$ cat config.mk
export PLATFORM = sky130hd
export DESIGN_NAME = cla_adder_4bit
export DESIGN_NICKNAME = d
export VERILOG_FILES = /design/src/rtl/cla_pkg.sv /design/src/rtl/cla_lookahead_unit.sv /design/src/rtl/cla_adder_4bit.sv
export SDC_FILE = /design/constraint.sdc
export NUM_CORES = 1
export LEC_CHECK = 0
export ABC_CLOCK_PERIOD_IN_PS = 900
export CAP_MARGIN = 20
export CORE_AREA = 2 2 39 41
export DETAILED_ROUTE_END_ITERATION = 8
export DIE_AREA = 0 0 41 43
export GPL_TIMING_DRIVEN = 0
export PLACE_DENSITY = 0.7
export SLEW_MARGIN = 20
export SYNTH_ARGS = -nofsm -noshare
export SYNTH_HDL_FRONTEND = slang
export SYNTH_SLANG_ARGS = --single-unit
$ cat constraint.sdc
create_clock -name clk -period 0.9 [get_ports clk]
set_clock_uncertainty 0.1 [all_clocks]
set_input_delay 0.18 -clock clk [delete_from_list [all_inputs] [get_ports clk]]
set_output_delay 0.18 -clock clk [all_outputs]
set_load 0.005 [all_outputs]
$ cat src/rtl/cla_pkg.sv
// Shared constants and result bundle for the 4-bit carry-lookahead adder.
package cla_pkg;

   localparam int CLA_W = 4;

   typedef struct packed {
      logic             cout;
      logic [CLA_W-1:0] sum;
      logic             grp_p;
      logic             grp_g;
   } cla_result_t;

endpackage

$ cat src/rtl/cla_lookahead_unit.sv
// Combinational 4-bit lookahead carry unit: every carry is a flat
// sum-of-products of p/g/c0, so no carry ever ripples through a lower bit.
module cla_lookahead_unit
   import cla_pkg::*;
(
   input  logic [CLA_W-1:0] p,
   input  logic [CLA_W-1:0] g,
   input  logic             c0,
   output logic [CLA_W:1]   c,
   output logic             grp_p,
   output logic             grp_g
);

   always_comb begin
      c[1] = g[0] | (p[0] & c0);
      c[2] = g[1] | (p[1] & g[0]) | (p[1] & p[0] & c0);
      c[3] = g[2] | (p[2] & g[1]) | (p[2] & p[1] & g[0])
           | (p[2] & p[1] & p[0] & c0);
      c[4] = g[3] | (p[3] & g[2]) | (p[3] & p[2] & g[1])
           | (p[3] & p[2] & p[1] & g[0]) | (p[3] & p[2] & p[1] & p[0] & c0);

      // Group terms exclude c0 so a second-level lookahead can chain them.
      grp_p = p[3] & p[2] & p[1] & p[0];
      grp_g = g[3] | (p[3] & g[2]) | (p[3] & p[2] & g[1])
            | (p[3] & p[2] & p[1] & g[0]);
   end

endmodule

$ cat src/rtl/cla_adder_4bit.sv
// Registered 4-bit carry-lookahead adder with one-cycle latency and
// group propagate/generate outputs for hierarchical lookahead.
module cla_adder_4bit
   import cla_pkg::*;
(
   input  logic             clk,
   input  logic             rst_n,
   input  logic             in_valid,
   input  logic [CLA_W-1:0] in1,
   input  logic [CLA_W-1:0] in2,
   input  logic             cin,
   output logic [CLA_W-1:0] sum,
   output logic             cout,
   output logic             out_valid,
   output logic             grp_p,
   output logic             grp_g
);

   logic [CLA_W-1:0] p;
   logic [CLA_W-1:0] g;
   logic [CLA_W:1]   c;
   logic             grp_p_c;
   logic             grp_g_c;

   cla_result_t      res_d;
   cla_result_t      res_q;
   logic             valid_d;
   logic             valid_q;

   cla_lookahead_unit u_lookahead (
      .p     (p),
      .g     (g),
      .c0    (cin),
      .c     (c),
      .grp_p (grp_p_c),
      .grp_g (grp_g_c)
   );

   // Idle cycles select the held value, so garbage on the data inputs
   // never reaches the result register.
   always_comb begin
      p       = in1 ^ in2;
      g       = in1 & in2;
      res_d   = res_q;
      valid_d = in_valid;
      if (in_valid) begin
         res_d.cout  = c[4];
         res_d.sum   = p ^ {c[3:1], cin};
         res_d.grp_p = grp_p_c;
         res_d.grp_g = grp_g_c;
      end
   end

   always_ff @(posedge clk or negedge rst_n) begin
      if (!rst_n) begin
         res_q   <= '0;
         valid_q <= 1'b0;
      end else begin
         res_q   <= res_d;
         valid_q <= valid_d;
      end
   end

   assign sum       = res_q.sum;
   assign cout      = res_q.cout;
   assign grp_p     = res_q.grp_p;
   assign grp_g     = res_q.grp_g;
   assign out_valid = valid_q;

endmodule

==> flow_metrics.tcl <==
set metrics [dict create \
    numCtsBuffers 3 \
    antenna_left 0 \
    fin_nets 104 \
    tritoncts "yes" \
    r2r_slack_ns -0.12 \
    maxCapViolations 0 \
    cts_hold_buf 0 \
    drt_iter0_drc 1 \
    die_h_um 43 \
    clk_path_buf_depth 2 \
    endpoint_kind "register" \
    cp.required_ns 0.94 \
    hp-class "in -> async" \
    ys_seq_elements 8 \
    holdWs_ns 0.0998 \
    gp_congestion 0.718 \
    synth_area_leaders "dfrtp_1 41%, ha_1 10%, fa_1 4.1%, inv_1 3.8%, nand4_1 2.6%" \
    synthFlopType "dfrtp_1" \
    rsz0062_at_grt "true" \
    slew_viol_final 0 \
    final_layout_size_suffix_gt1_frac 0.600 \
    cellPowerDensity_nw_per_um2 1310 \
    route.vias.total 520 \
    outcome "complete, but fails checks" \
    clockRootBuffer "clkbuf_4" \
    criticalPathCategory "in -> reg" \
    firstDrtPassIters 2 \
    relSlewSlack 0.748 \
    fmax_mhz 850 \
    ys_warn_count 0 \
    leakage_nw 0.419 \
    antenna_found_initial 0 \
    cts_sinks 8 \
    min_period_ns 1.18 \
    numPortBuffers 19 \
    grt_start_max_net_pins 9 \
    avgSynthCellArea_um2 9.98 \
    overflow 0 \
    area_delta_synth_final_pct 87.2 \
    ir_drop_v 0.000623 \
    hold_viol 0 \
    crit_fanout 5 \
    diodes 0 \
    netlist.area_leader.share 0.409 \
    clk_pin_slew_ns 0.06 \
    worst_pin_slew_ns 0.377 \
    dieArea_um2 1760 \
    async_reset_ff_frac 1.00 \
    drcViolationCount 0 \
    synth_top_area_cell "dfrtp_1" \
    routedWlPerCell_um 13.1 \
    clk_latency_ns 0.25 \
    syn-num-nets 66 \
    setup_ws_ns -0.277 \
    violations "setup timing" \
    synthCells 49 \
    finalSetupViolations 13 \
    synth_edf_count 0 \
    dieWidth_um 41 \
    num_rows 14 \
    min_period_over_period 1.31 \
    pre_cts_slack_ns -0.959 \
    yosysSeqAreaShare 0.409 \
    syn-cell-area_um2 489 \
    wirelength_mm 1.33 \
    grt_pass1_vias 513 \
    start_util 0.354 \
    pin_count 20 \
    dp_hpwl_um 806 \
    layout_common_cells "10 x buf_6, 10 x buf_4, 9 x buf_2" \
    core_um2 1380 \
    grt_first_pass_wirelength_mm 2.13 \
    synth_cell_types 28 \
    vias_per_cell 5.15 \
    cp-start-kind "input port" \
    ctsHtreeMaxLevel 1 \
    grtUsageTotal 0.179 \
    crit_arrival_ns 1.21 \
]
[power breakdown]
group	internal (mW)	switching, mW
combinational	0.293	0.199
sequential	0.410	0.0217
clock	0.153	0.127
[final timing paths]
check	endpoint	startpoint	depth (start not counted)
setup / recovery	sum[3]	in1[2]	6
hold / removal	grp_g	rst_n	1
setup reg to reg	cout	cout	3
hold reg to reg	grp_p	grp_p	2
max in group asynchronous	sum[2]	rst_n	1
min in group clk	out_valid	in_valid	1
[stage by stage]
stage | instance area, um2 | cells | utilization | setup TNS [ns] | total power, mW
6_report | 916 | 101 | 0.662 | -1.89 | 1.20
3_5_place_dp | 761 | 84 | 0.550 | -7.05 | 0.823
3_3_place_gp | 761 | 84 | 0.550 | -6.95 | 0.813
2_1_floorplan | 551 | 49 | - | -1.27 | 0.619
4_1_cts | 855 | 99 | 0.618 | -1.92 | 1.14
5_1_grt | 916 | 101 | 0.662 | -2.27 | 1.28
[synth_stat cells, types with 2 or more instances]
cell,instances
a21oi_1,2
dfrtp_1,8
ha_1,4
inv_1,5
nand2_1,3
nand4_1,2
nor2_1,3
o21ai_0,2
[what timing repair did]
action | in CTS | in global routing
setup buffers | 12 | 2
setup endpoints to repair | 15 | 13
gates resized for setup | 78 | 9
pin swaps | 12 | 9
[cell families after synthesis]
| family | Yosys count | synth area share |
|---|---|---|
| AND/OR/NAND/NOR | 15 | 0.182 |
| AO/OA/AOI/OAI | 11 | 0.151 |
| buffers and inverters | 8 | 0.0742 |
| flip-flops | 8 | 0.409 |
| adder cells (fa/ha/maj) | 5 | 0.143 |
| XOR/XNOR | 1 | 0.0179 |
| multiplexers | 1 | 0.0230 |
[registers in the layout (all words and copies together), names as in the netlist]
| signal | count |
|---|---|
| sum | 4 |
| cout | 1 |
| grp_g | 1 |
| grp_p | 1 |
| out_valid | 1 |
[metal layers]
metal	vias to the layer above	part of all wire	global-route usage
met4	0	0.020	0.0800
met5	-	0	0
met1	248	0.42	0.210
met2	18	0.51	0.297
met3	2	0.052	0.0314
li1	252	-	-
[cell type report]
cell class,instances,area (um2)
Fill cell,114,468
Multi-Input combinational cell,33,353
Timing Repair Buffer,33,273
Sequential cell,8,200
Inverter,7,36.3
Clock buffer,3,22.5
Tap cell,16,20.0
Buffer,1,11.3
[worst max-delay path: stages]
cell and delay (ns):
buf_8 0.10, ha_4 0.25, and4_4 0.19, buf_6 0.11, nor4_4 0.28, o31ai_1 0.10
Power figures use the tool's default switching activity.
